--- config.mk ---
export PLATFORM = sky130hd
export DESIGN_NAME = chunked_adder_flat
export DESIGN_NICKNAME = d
export VERILOG_FILES = /design/src/rtl/chunked_adder_pkg.sv /design/src/rtl/chunked_adder_if.sv /design/src/rtl/rca.sv /design/src/rtl/chunked_adder.sv /design/src/flat_wrapper.sv
export SDC_FILE = /design/constraint.sdc
export NUM_CORES = 1
export LEC_CHECK = 0
export ABC_AREA = 1
export CAP_MARGIN = 20
export CORE_ASPECT_RATIO = 2
export CORE_MARGIN = 1
export CORE_UTILIZATION = 55
export DETAILED_ROUTE_END_ITERATION = 6
export GPL_TIMING_DRIVEN = 0
export PLACE_DENSITY = 0.85
export SETUP_SLACK_MARGIN = 0.2
export SYNTH_ARGS = -nofsm -noshare
export SYNTH_HDL_FRONTEND = slang
export SYNTH_SLANG_ARGS = --single-unit
--- constraint.sdc ---
create_clock -name clk -period 16.5 [get_ports clk]
set_input_delay 2.475 -clock clk [delete_from_list [all_inputs] [get_ports clk]]
set_output_delay 2.475 -clock clk [all_outputs]
set_load 0.1 [all_outputs]
--- src/rtl/chunked_adder_pkg.sv ---
// Shared types and elaboration helpers for the chunked wide adder.
package chunked_adder_pkg;

  typedef enum logic [1:0] {
    IDLE = 2'd0,
    RUN  = 2'd1,
    DONE = 2'd2
  } state_t;

  function automatic int unsigned slice_lo(input int unsigned idx, input int unsigned chunk_w);
    return idx * chunk_w;
  endfunction

  function automatic bit widths_ok(input int unsigned total_w, input int unsigned chunk_w);
    return (chunk_w != 32'd0) && (total_w != 32'd0) && ((total_w % chunk_w) == 32'd0);
  endfunction

endpackage

--- src/rtl/chunked_adder_if.sv ---
// Operand/result handshake bundle for chunked_adder; Ovf exists only with CHUNKED_ADDER_OVF_EN.
interface chunked_adder_if #(
  parameter int unsigned TOTAL_W = 64
);
  logic               in_valid;
  logic               in_ready;
  logic [TOTAL_W-1:0] A;
  logic [TOTAL_W-1:0] B;
  logic               Cin;
  logic               out_valid;
  logic               out_ready;
  logic [TOTAL_W-1:0] Sum;
  logic               Cout;
  logic               busy;
`ifdef CHUNKED_ADDER_OVF_EN
  logic               Ovf;
`endif

  modport slave (
    input  in_valid, A, B, Cin, out_ready,
    output in_ready, out_valid, Sum, Cout, busy
`ifdef CHUNKED_ADDER_OVF_EN
    , output Ovf
`endif
  );

  modport master (
    output in_valid, A, B, Cin, out_ready,
    input  in_ready, out_valid, Sum, Cout, busy
`ifdef CHUNKED_ADDER_OVF_EN
    , input Ovf
`endif
  );
endinterface

--- src/rtl/rca.sv ---
// Plain W-bit ripple-carry adder; one instance is time-shared across all slices.
module rca #(
  parameter int unsigned W = 8
) (
  input  logic [W-1:0] a_i,
  input  logic [W-1:0] b_i,
  input  logic         cin_i,
  output logic [W-1:0] sum_o,
  output logic         cout_o
);
  logic [W:0] c_s;

  // Bit-serial carry chain across the slice
  always_comb begin
    c_s    = '0;
    c_s[0] = cin_i;
    sum_o  = '0;
    for (int i = 0; i < int'(W); i++) begin
      sum_o[i]  = a_i[i] ^ b_i[i] ^ c_s[i];
      c_s[i+1]  = (a_i[i] & b_i[i]) | (c_s[i] & (a_i[i] ^ b_i[i]));
    end
    cout_o = c_s[W];
  end
endmodule

--- src/rtl/chunked_adder.sv ---
// Multi-cycle TOTAL_W adder, one CHUNK_W slice per cycle LSB first.
// Optional signed-overflow output enabled by CHUNKED_ADDER_OVF_EN.
module chunked_adder
  import chunked_adder_pkg::*;
#(
  parameter int unsigned TOTAL_W = 64,
  parameter int unsigned CHUNK_W = 8
) (
  input logic           clk,
  input logic           rst,
  chunked_adder_if.slave bus
);
  localparam int unsigned NCHUNK = TOTAL_W / CHUNK_W;
  localparam int unsigned IDX_W  = (NCHUNK > 32'd1) ? $clog2(NCHUNK) : 32'd1;
  localparam logic [IDX_W-1:0] LAST_IDX = IDX_W'(NCHUNK - 32'd1);

  if (!widths_ok(TOTAL_W, CHUNK_W)) begin : g_width_err
    $error("chunked_adder: TOTAL_W must be a nonzero multiple of CHUNK_W");
  end

  state_t             state_q, state_d;
  logic [IDX_W-1:0]   idx_q, idx_d;
  logic               carry_q, carry_d;
  logic [TOTAL_W-1:0] a_q, a_d;
  logic [TOTAL_W-1:0] b_q, b_d;
  logic [TOTAL_W-1:0] sum_q, sum_d;
  logic               cout_q, cout_d;
  logic               in_ready_q, in_ready_d;
  logic               out_valid_q, out_valid_d;
  logic               busy_q, busy_d;
  logic [CHUNK_W-1:0] a_slice_s, b_slice_s, rca_sum_s;
  logic               rca_cout_s;
`ifdef CHUNKED_ADDER_OVF_EN
  logic               ovf_q, ovf_d;
  logic               msb_cin_s;
`endif

  assign a_slice_s = a_q[slice_lo(32'(idx_q), CHUNK_W) +: CHUNK_W];
  assign b_slice_s = b_q[slice_lo(32'(idx_q), CHUNK_W) +: CHUNK_W];

  rca #(.W(CHUNK_W)) u_rca (
    .a_i    (a_slice_s),
    .b_i    (b_slice_s),
    .cin_i  (carry_q),
    .sum_o  (rca_sum_s),
    .cout_o (rca_cout_s)
  );

`ifdef CHUNKED_ADDER_OVF_EN
  // Carry into the slice MSB is recovered from its sum bit
  assign msb_cin_s = a_slice_s[CHUNK_W-1] ^ b_slice_s[CHUNK_W-1] ^ rca_sum_s[CHUNK_W-1];
`endif

  // Next-state, slice datapath and handshake outputs
  always_comb begin
    state_d  = state_q;
    idx_d    = idx_q;
    carry_d  = carry_q;
    a_d      = a_q;
    b_d      = b_q;
    sum_d    = sum_q;
    cout_d   = cout_q;
`ifdef CHUNKED_ADDER_OVF_EN
    ovf_d    = ovf_q;
`endif
    case (state_q)
      IDLE: begin
        if (bus.in_valid && in_ready_q) begin
          a_d     = bus.A;
          b_d     = bus.B;
          carry_d = bus.Cin;
          idx_d   = '0;
          sum_d   = '0;
          state_d = RUN;
        end else begin
          state_d = IDLE;
        end
      end
      RUN: begin
        sum_d[slice_lo(32'(idx_q), CHUNK_W) +: CHUNK_W] = rca_sum_s;
        carry_d = rca_cout_s;
        if (idx_q == LAST_IDX) begin
          idx_d   = '0;
          cout_d  = rca_cout_s;
`ifdef CHUNKED_ADDER_OVF_EN
          ovf_d   = msb_cin_s ^ rca_cout_s;
`endif
          state_d = DONE;
        end else begin
          idx_d   = idx_q + 1'b1;
          state_d = RUN;
        end
      end
      DONE: begin
        if (bus.out_ready) begin
          state_d = IDLE;
        end else begin
          state_d = DONE;
        end
      end
      default: begin
        state_d = IDLE;
      end
    endcase
    in_ready_d  = (state_d == IDLE);
    out_valid_d = (state_d == DONE);
    busy_d      = (state_d != IDLE);
  end

  // State and datapath registers
  always_ff @(posedge clk or posedge rst) begin
    if (rst) begin
      state_q     <= IDLE;
      idx_q       <= '0;
      carry_q     <= 1'b0;
      a_q         <= '0;
      b_q         <= '0;
      sum_q       <= '0;
      cout_q      <= 1'b0;
      in_ready_q  <= 1'b0;
      out_valid_q <= 1'b0;
      busy_q      <= 1'b0;
`ifdef CHUNKED_ADDER_OVF_EN
      ovf_q       <= 1'b0;
`endif
    end else begin
      state_q     <= state_d;
      idx_q       <= idx_d;
      carry_q     <= carry_d;
      a_q         <= a_d;
      b_q         <= b_d;
      sum_q       <= sum_d;
      cout_q      <= cout_d;
      in_ready_q  <= in_ready_d;
      out_valid_q <= out_valid_d;
      busy_q      <= busy_d;
`ifdef CHUNKED_ADDER_OVF_EN
      ovf_q       <= ovf_d;
`endif
    end
  end

  assign bus.in_ready  = in_ready_q;
  assign bus.out_valid = out_valid_q;
  assign bus.busy      = busy_q;
  assign bus.Sum       = sum_q;
  assign bus.Cout      = cout_q;
`ifdef CHUNKED_ADDER_OVF_EN
  assign bus.Ovf       = ovf_q;
`endif
endmodule

--- src/flat_wrapper.sv ---
// flat-port wrapper written by rule: the top's interface ports become plain ports
module chunked_adder_flat import chunked_adder_pkg::*;
#(
  parameter int unsigned TOTAL_W = 64,
  parameter int unsigned CHUNK_W = 8
)
  (clk, rst, bus_in_valid, bus_A, bus_B, bus_Cin, bus_out_ready, bus_in_ready, bus_out_valid, bus_Sum, bus_Cout, bus_busy);
  chunked_adder_if #(.TOTAL_W(TOTAL_W)) bus_i ();
  input logic clk;
  input logic rst;
  input wire logic [$bits(bus_i.in_valid)-1:0] bus_in_valid;
  input wire logic [$bits(bus_i.A)-1:0] bus_A;
  input wire logic [$bits(bus_i.B)-1:0] bus_B;
  input wire logic [$bits(bus_i.Cin)-1:0] bus_Cin;
  input wire logic [$bits(bus_i.out_ready)-1:0] bus_out_ready;
  output wire logic [$bits(bus_i.in_ready)-1:0] bus_in_ready;
  output wire logic [$bits(bus_i.out_valid)-1:0] bus_out_valid;
  output wire logic [$bits(bus_i.Sum)-1:0] bus_Sum;
  output wire logic [$bits(bus_i.Cout)-1:0] bus_Cout;
  output wire logic [$bits(bus_i.busy)-1:0] bus_busy;
  assign bus_i.in_valid = bus_in_valid;
  assign bus_i.A = bus_A;
  assign bus_i.B = bus_B;
  assign bus_i.Cin = bus_Cin;
  assign bus_i.out_ready = bus_out_ready;
  assign bus_in_ready = bus_i.in_ready;
  assign bus_out_valid = bus_i.out_valid;
  assign bus_Sum = bus_i.Sum;
  assign bus_Cout = bus_i.Cout;
  assign bus_busy = bus_i.busy;
  chunked_adder #(.TOTAL_W(TOTAL_W), .CHUNK_W(CHUNK_W)) u_core (.clk(clk), .rst(rst), .bus(bus_i));
endmodule
======== Yosys cells after proc, flatten, opt, wreduce, memory -nomap -nowiden ========
Cells that the tools add are included.
operators by class
  $add $sub $neg .......................... 2
  eq/ne operators ......................... 5
  shift operators ......................... 4
  mux-type cells .......................... 12
  bitwise operators ....................... 40
  reductions and logical operators ........ 8
operators with widths
  cell                                                                      number
  64-bit case mux with 2 select lines                                       1
  64-bit by 7-bit variable part select with 8-bit output                    2
  64-bit bitwise mux                                                        1
  64-bit 2-to-1 mux                                                         1
  8-bit by 34-bit variable shift with 64-bit output (first input constant)  1
  8-bit by 34-bit variable part select with 64-bit output                   1
  6-bit negator with 34-bit output                                          1
  1-bit AND                                                                 16
  1-bit bitwise XOR                                                         16
  1-bit OR                                                                  8
  3-bit 2-to-1 mux                                                          2
  2-bit case mux with 3 select lines                                        1
  3-bit case mux with 2 select lines                                        1
  2-bit AND reduction                                                       3
  2-bit equality test (second input constant)                               2
  2-bit zero test                                                           2
  2-bit 2-to-1 mux                                                          2
  2-bit nonzero test                                                        2
  3-bit by 1-bit adder with 3-bit output (second input constant)            1
  3-bit equality test (second input constant)                               1
  2-bit by 1-bit equality test with 1-bit output (second input constant)    1
  1-bit 2-to-1 mux                                                          2
  2-bit by 1-bit inequality test with 1-bit output (second input constant)  1
  1-bit case mux with 2 select lines                                        1
  1-bit logical AND                                                         1
storage, ports and cells
  bits in registers ....................... 202
  bits of input ports ..................... 133
  output and inout port bits .............. 68
  word-level logic and storage cells ...... 81

======== Depth between registers and ports, before layout ========
  depth after elaboration ................. 20
  depth in mapped cells ................... 22
  gate-level depth less buffers ........... 20

======== By module ========
A second synthesis with hierarchy kept.
second synthesis, totals
  cell total of the unflattened synthesis .. 1179
  area total of the unflattened synthesis .. 9547.9 um^2
by module, submodules not included
  module         times used  cells each  area an instance (um^2)  sequential area each (um^2)
  chunked_adder  1           1161        9350.2                   5054.8
  rca            1           18          197.7                    0.0

======== Worst setup path before layout ========
OpenSTA, ideal clock, no wires.
  path type ............................... register to register
  start ................................... reg u_core.idx_q[0]
  end ..................................... reg u_core.sum_q[47], in the netlist u_core.bus.Sum[47]
  setup time .............................. 0.121 ns
  data arrival time ....................... 4.419 ns
  data required time ...................... 16.379 ns
  setup slack ............................. 11.960 ns
  cell stages (with the launch flop) ...... 22
  buffers on the path ..................... 3
  period minus slack after synthesis ...... 4.540 ns
  cell sequence ........................... dfrtp_1 > buf_2 > buf_4 > buf_2 > o211ai_1 > nand3_1 > nand2_1 > fa_1 > fa_1 > fa_1 > fa_1 > fa_1 > inv_1 > fa_1 > inv_1 > fa_1 > inv_1 > fa_1 > nand2_1 > nor2_1 > nand3_1 > nand2_1
on the way
  cells in the longest elaborated chain, start to end .. 20
  elaborated cells between the ends (all ways) .. 44
  those cells by class .................... add/sub: 1; shift: 4; mux: 2; bitwise: 37
RTL lines
  what                                                                              line                                      text
  from (decl)                                                                       chunked_adder.sv:22                       logic [IDX_W-1:0] idx_q, idx_d;
  from (signal assigned)                                                            chunked_adder.sv:128                      idx_q <= idx_d;
  64-bit by 7-bit variable part select with 8-bit output, on equally long branches  chunked_adder.sv:38, chunked_adder.sv:39
  1-bit bitwise XOR                                                                 rca.sv:19, rca.sv:20
  1-bit AND                                                                         rca.sv:20                                 c_s[i+1] = (a_i[i] & b_i[i]) | (c_s[i] & (a_i[i] ^ b_i[i]));
  1-bit OR                                                                          rca.sv:20
  1-bit AND                                                                         rca.sv:20
  1-bit OR                                                                          rca.sv:20
  1-bit AND                                                                         rca.sv:20
  1-bit OR                                                                          rca.sv:20
  [4 not listed]                                                                    --
  1-bit AND                                                                         rca.sv:20
  1-bit OR                                                                          rca.sv:20
  1-bit AND                                                                         rca.sv:20
  1-bit OR                                                                          rca.sv:20
  1-bit bitwise XOR                                                                 rca.sv:19                                 sum_o[i] = a_i[i] ^ b_i[i] ^ c_s[i];
  8-bit by 34-bit variable part select with 64-bit output                           chunked_adder.sv:80                       sum_d[slice_lo(32'(idx_q), CHUNK_W) +: CHUNK_W] = rca_sum_s;
  64-bit bitwise mux (*)                                                            chunked_adder.sv:80
  64-bit case mux with 2 select lines (*)                                           chunked_adder.sv:66                       case (state_q)
  to (signal assigned)                                                              chunked_adder.sv:132                      sum_q <= sum_d;
  to (decl)                                                                         chunked_adder.sv:26                       logic [TOTAL_W-1:0] sum_q, sum_d;
Mark *: on every way between the ends. The rest lies on a longest branch, timed or not.
A chain may end at the register's enable or synchronous reset.

======== Final worst setup path ========
Same ends and word-level chain as after synthesis.

==> report_table.html <==
<table>
<tr><th>Metric</th><th>Value</th></tr>
<tr><th colspan="2">Synthesis</th></tr>
<tr><td>Net count after synthesis</td><td>1330</td></tr>
<tr><td>Proportion of synthesized area in mux cells</td><td>0%</td></tr>
<tr><td>Flop and latch count out of synthesis</td><td>202</td></tr>
<tr><td>Number of standard cells after synthesis</td><td>1182</td></tr>
<tr><td>Area of the mapped netlist</td><td>9430 µm²</td></tr>
<tr><td>Area share of xor/xnor cells in the synthesized design</td><td>0%</td></tr>
<tr><td>Compound-gate portion of the synthesized area</td><td>8.64%</td></tr>
<tr><td>Per-instance average area after synthesis</td><td>7.98 µm²</td></tr>
<tr><td>Simple-Gate Fraction of Synth Area</td><td>28.5%</td></tr>
<tr><td>Part of the Yosys area used for sequential elements</td><td>53.6%</td></tr>
<tr><td>Adder-cell share of the synthesized area</td><td>2.63%</td></tr>
<tr><td>Warning count from the yosys run</td><td>0</td></tr>
<tr><td>Count of unique library cells instantiated by Yosys</td><td>26</td></tr>
<tr><td>Main combinational cell family by area after synthesis</td><td>simple AND/OR/NAND/NOR gates</td></tr>
<tr><th colspan="2">Critical path</th></tr>
<tr><td>Startpoint type of the worst setup path</td><td>register</td></tr>
<tr><td>Worst path most repeated cell</td><td>sky130_fd_sc_hd__fa_1</td></tr>
<tr><td>Buf/Inv on CP</td><td>5</td></tr>
<tr><td>Critical path endpoint category</td><td>register</td></tr>
<tr><td>Critical Path Stages</td><td>20</td></tr>
<tr><td>Critical Path RT</td><td>16.87 ns</td></tr>
<tr><td>Crit path max fanout</td><td>11</td></tr>
<tr><td>Kind of cell adding the most delay to the critical path</td><td>adder cells</td></tr>
<tr><td>Type of the worst setup path</td><td>reg2reg</td></tr>
<tr><td>Cell at the slowest stage of the critical path</td><td>sky130_fd_sc_hd__fa_1</td></tr>
<tr><td>List of cells traversed by the critical path</td><td>inv_1 &gt; clkbuf_1 &gt; o21ai_0 &gt; nand3_1 &gt; nand2_1 &gt; fa_1 &gt; fa_1 &gt; fa_1 &gt; fa_1 &gt; fa_1 &gt; inv_1 &gt; fa_1 &gt; inv_1 &gt; fa_1 &gt; inv_1 &gt; fa_1 &gt; nand2_1 &gt; nor2_1 &gt; nand3_1 &gt; nand2_1</td></tr>
<tr><td>Crit path largest cell delay</td><td>0.51 ns</td></tr>
<tr><td>CP Data Arrival Time</td><td>5.88 ns</td></tr>
<tr><td>Depth of the worst register-to-register path</td><td>20</td></tr>
<tr><th colspan="2">Cells and area</th></tr>
<tr><td>Diodes inserted</td><td>0</td></tr>
<tr><td>Commonest non-fill, non-tap cell in the layout</td><td>sky130_fd_sc_hd__nand2_1</td></tr>
<tr><td>Core utilization of the finished layout</td><td>72.9%</td></tr>
<tr><td>Filler Cell Count</td><td>1361</td></tr>
<tr><td>Area added between synthesis and finish</td><td>29.6%</td></tr>
<tr><td>Final non-filler cell area</td><td>12200 µm²</td></tr>
<tr><td>Leading cell types in the layout, fill and taps excluded</td><td>505 x sky130_fd_sc_hd__nand2_1, 202 x sky130_fd_sc_hd__dfrtp_1, 200 x sky130_fd_sc_hd__clkdlybuf4s50_1, 85 x sky130_fd_sc_hd__inv_1, 84 x sky130_fd_sc_hd__nand3_1</td></tr>
<tr><td>Non-filler cells in the finished layout</td><td>1616</td></tr>
<tr><td>Ratio of cells with drive above 1 in the final layout</td><td>5.61%</td></tr>
<tr><td>Sequential cell area</td><td>5050 µm²</td></tr>
<tr><td>Final net count</td><td>1550</td></tr>
<tr><td>Multi-input gate area in the final layout</td><td>3750 µm²</td></tr>
<tr><th colspan="2">Clock network</th></tr>
<tr><td>Number of setup buffers added after CTS</td><td>0</td></tr>
<tr><td>Number of H-tree levels</td><td>1</td></tr>
<tr><td>Clock-pin slew on the worst setup and hold paths</td><td>0.07 ns</td></tr>
<tr><td>Maximum buffer depth of the clock tree</td><td>3</td></tr>
<tr><td>Clock latency of the later-clocked register in the worst-skew pair</td><td>0.47 ns</td></tr>
<tr><td>Number of clock sinks seen by CTS</td><td>202</td></tr>
<tr><td>Root Buffer Master</td><td>sky130_fd_sc_hd__clkbuf_16</td></tr>
<tr><td>Gates resized, CTS repair</td><td>0</td></tr>
<tr><td>CTS hold repair buffers</td><td>0</td></tr>
<tr><td>Clock tree from TritonCTS</td><td>built</td></tr>
<tr><td>Clock buffer count from CTS</td><td>17</td></tr>
<tr><th colspan="2">Global routing</th></tr>
<tr><td>Antenna violations before repair</td><td>0</td></tr>
<tr><td>First-pass GRT wire length</td><td>46600 µm</td></tr>
<tr><td>Global-route usage over all layers</td><td>35.5%</td></tr>
<tr><td>Via count of the first global-routing pass</td><td>9149</td></tr>
<tr><td>Largest net degree at the start of global routing</td><td>132</td></tr>
<tr><td>Congestion Overflow GR</td><td>0</td></tr>
<tr><th colspan="2">Timing</th></tr>
<tr><td>Tcrit/Tclk final</td><td>33.4%</td></tr>
<tr><td>Count of endpoints failing hold in the final timing report</td><td>0</td></tr>
<tr><td>Worst-case hold slack</td><td>0.467 ns</td></tr>
<tr><td>Max Clock Freq</td><td>0.181 GHz</td></tr>
<tr><td>Worst Tran Pin Value</td><td>0.999 ns</td></tr>
<tr><td>Min cycle time layout</td><td>5.52 ns</td></tr>
<tr><td>Number of pins exceeding their max-slew limit in the final report</td><td>0</td></tr>
<tr><td>Post-Route Setup TNS</td><td>0 ns</td></tr>
<tr><td>Max-slew headroom</td><td>33.2%</td></tr>
<tr><td>Final-report setup violation count</td><td>0</td></tr>
<tr><td>Final setup skew</td><td>0.00720 ns</td></tr>
<tr><td>Unrepaired setup endpoints after global routing</td><td>no</td></tr>
<tr><th colspan="2">Floorplan</th></tr>
<tr><td>I/O pin count</td><td>201</td></tr>
<tr><td>Die span in y</td><td>187 µm</td></tr>
<tr><td>Floorplan die area</td><td>17700 µm²</td></tr>
<tr><td>Die width</td><td>94.6 µm</td></tr>
<tr><td>Site Rows</td><td>67</td></tr>
<tr><td>Standard cell core area</td><td>16800 µm²</td></tr>
<tr><td>Starting density of the core</td><td>56.2%</td></tr>
<tr><th colspan="2">Drt</th></tr>
<tr><td>Number of detailed-routing iterations run before antenna repair</td><td>7</td></tr>
<tr><td>Final ANT Viol Nets</td><td>0</td></tr>
<tr><td>Final routed wirelength across all metal layers</td><td>29700 µm</td></tr>
<tr><td>Remaining routing DRC violations</td><td>0</td></tr>
<tr><td>Number of design-rule violations left by the first detailed-router iteration</td><td>553</td></tr>
<tr><td>Routed via count</td><td>8786</td></tr>
<tr><td>Via/cell ratio</td><td>5.44</td></tr>
<tr><td>Drt wl/cell</td><td>18.4 µm</td></tr>
<tr><th colspan="2">Placed design</th></tr>
<tr><td>Total placed instance area</td><td>11700 µm²</td></tr>
<tr><td>Placer congestion estimate</td><td>0.954</td></tr>
<tr><td>Input/output buffers</td><td>200</td></tr>
<tr><td>Cell count after placement</td><td>1590</td></tr>
<tr><td>Estimated wirelength of the detail-placed design</td><td>23000 µm</td></tr>
<tr><th colspan="2">Min path</th></tr>
<tr><td>Hold depth</td><td>2</td></tr>
<tr><td>Kind of path behind the tightest hold check</td><td>reg2reg</td></tr>
<tr><th colspan="2">Power</th></tr>
<tr><td>Worst vdd rail ir drop</td><td>0.000117 V</td></tr>
<tr><td>Part of the total power dissipated in sequential elements</td><td>27.7%</td></tr>
<tr><td>Cell Int Power</td><td>1.37 mW</td></tr>
<tr><td>Net switching component of the power</td><td>1.56 mW</td></tr>
<tr><td>Gate power share</td><td>59.3%</td></tr>
<tr><td>PD cells</td><td>240 nW/µm²</td></tr>
<tr><td>Switching Share</td><td>53.1%</td></tr>
<tr><td>Leakage</td><td>6.14 nW</td></tr>
<tr><td>Clk network pwr share</td><td>13.0%</td></tr>
<tr><th colspan="2">Flow run</th></tr>
<tr><td>Max Cap Violations</td><td>0</td></tr>
<tr><th colspan="2">Outcome</th></tr>
<tr><td>Result of the run</td><td>completed</td></tr>
</table>
## worst register-to-register path, cell delays in order (launching register included)
cell	delay, ns
sky130_fd_sc_hd__dfrtp_1	0.46
sky130_fd_sc_hd__inv_1	0.36
sky130_fd_sc_hd__clkbuf_1	0.43
sky130_fd_sc_hd__o21ai_0	0.30
sky130_fd_sc_hd__nand3_1	0.17
sky130_fd_sc_hd__nand2_1	0.09
sky130_fd_sc_hd__fa_1	0.42
sky130_fd_sc_hd__fa_1	0.41
sky130_fd_sc_hd__fa_1	0.39
sky130_fd_sc_hd__fa_1	0.38
sky130_fd_sc_hd__fa_1	0.37
sky130_fd_sc_hd__inv_1	0.07
sky130_fd_sc_hd__fa_1	0.16
sky130_fd_sc_hd__inv_1	0.05
sky130_fd_sc_hd__fa_1	0.36
sky130_fd_sc_hd__inv_1	0.09
sky130_fd_sc_hd__fa_1	0.51
sky130_fd_sc_hd__nand2_1	0.14
sky130_fd_sc_hd__nor2_1	0.10
sky130_fd_sc_hd__nand3_1	0.10
sky130_fd_sc_hd__nand2_1	0.05
## metal layers
metal | share of wire, % | vias to the layer above | routed length (µm) | GRT usage (%)
met3 | 5.1 | 154 | 1500 | 4.84
met1 | 32 | 4052 | 9370 | 34.1
met2 | 54 | 428 | 16100 | 64.5
li1 | - | 4152 | - | -
met5 | 0 | - | 0 | 0
met4 | 9.4 | 0 | 2780 | 28.9
## final cells by class
| type | instances | area share (%) |
|---|---|---|
| Inverter | 89 | 2.80 |
| Tap cell | 207 | 2.12 |
| Sequential cell | 202 | 41.4 |
| Multi-Input combinational cell | 831 | 30.7 |
| Clock inverter | 2 | 0.287 |
| Clock buffer | 24 | 3.78 |
| Timing Repair Buffer | 201 | 16.6 |
| Buffer | 60 | 2.35 |
## per-stage QoR
step | setup slack, ns | total power, mW
3_3_place_gp | 6.30 | 2.47
5_1_grt | 10.85 | 3.10
6_report | 10.98 | 2.93
4_1_cts | 11.08 | 2.90
3_5_place_dp | 11.10 | 2.52
2_1_floorplan | 8.51 | 1.96
## Yosys cell counts
cell type / n / area (µm²)
sky130_fd_sc_hd__nor2_1: 57 / 214
sky130_fd_sc_hd__nor2_2: 5 / 31.3
sky130_fd_sc_hd__inv_2: 2 / 7.51
sky130_fd_sc_hd__ha_1: 7 / 87.6
sky130_fd_sc_hd__nor2_4: 1 / 11.3
sky130_fd_sc_hd__o22ai_1: 1 / 6.26
sky130_fd_sc_hd__nand3_2: 2 / 20.0
sky130_fd_sc_hd__inv_1: 86 / 323
sky130_fd_sc_hd__nand2_2: 3 / 18.8
sky130_fd_sc_hd__a21oi_1: 21 / 105
sky130_fd_sc_hd__fa_1: 8 / 160
sky130_fd_sc_hd__buf_2: 38 / 190
sky130_fd_sc_hd__o21ai_0: 82 / 410
sky130_fd_sc_hd__nand2_4: 1 / 11.3
sky130_fd_sc_hd__buf_4: 4 / 30.0
sky130_fd_sc_hd__or2_1: 1 / 6.26
sky130_fd_sc_hd__clkbuf_1: 14 / 52.6
sky130_fd_sc_hd__o21ai_1: 15 / 75.1
sky130_fd_sc_hd__nand4_1: 8 / 50.1
sky130_fd_sc_hd__clkinv_1: 1 / 3.75
sky130_fd_sc_hd__nand3_1: 84 / 420
sky130_fd_sc_hd__o211ai_1: 29 / 218
sky130_fd_sc_hd__nand2_1: 505 / 1900
sky130_fd_sc_hd__buf_1: 4 / 15.0
sky130_fd_sc_hd__dfrtp_1: 202 / 5050
sky130_fd_sc_hd__nor3_2: 1 / 10.0
## cell families after synthesis
family / after synthesis
buf+inv: 149
simple gates: 668
flops: 202
compound gates: 148
fa+ha+maj: 15
## flip-flops by register name, summed over array words and instances (netlist names)
| register | flops |
|---|---|
| u_core.bus.Sum | 64 |
| u_core.a_q | 64 |
| u_core.bus.out_valid | 1 |
| u_core.b_q | 64 |
| u_core.bus.in_ready | 1 |
| u_core.carry_q | 1 |
| u_core.bus.Cout | 1 |
| u_core.bus.busy | 1 |
| u_core.idx_q | 3 |
| u_core.state_q | 2 |
## final timing paths
kind	startpoint	endpoint	slack, ns
setup / recovery	u_core.idx_q[0]	u_core.bus.Sum[47]	10.98
hold / removal	u_core.bus.Sum[61]	u_core.bus.Sum[61]	0.47
setup reg to reg	u_core.idx_q[0]	u_core.bus.Sum[47]	10.98
hold reg to reg	u_core.bus.Sum[61]	u_core.bus.Sum[61]	0.47
max in group asynchronous	rst	u_core.b_q[34]	13.03
min in group asynchronous	rst	u_core.bus.Sum[47]	2.60
## power groups by stage
| stage | Combinational (mW) | Sequential (mW) | Clock (mW) |
|---|---|---|---|
| after floorplan | 0.803 | 1.16 | 0 |
| after global placement | 1.67 | 0.809 | 0 |
| after detailed placement | 1.70 | 0.815 | 0 |
| after CTS | 1.71 | 0.807 | 0.384 |
| after global routing | 1.87 | 0.828 | 0.403 |
| final | 1.74 | 0.811 | 0.382 |
Note: power is estimated with default switching activity, not from simulation.
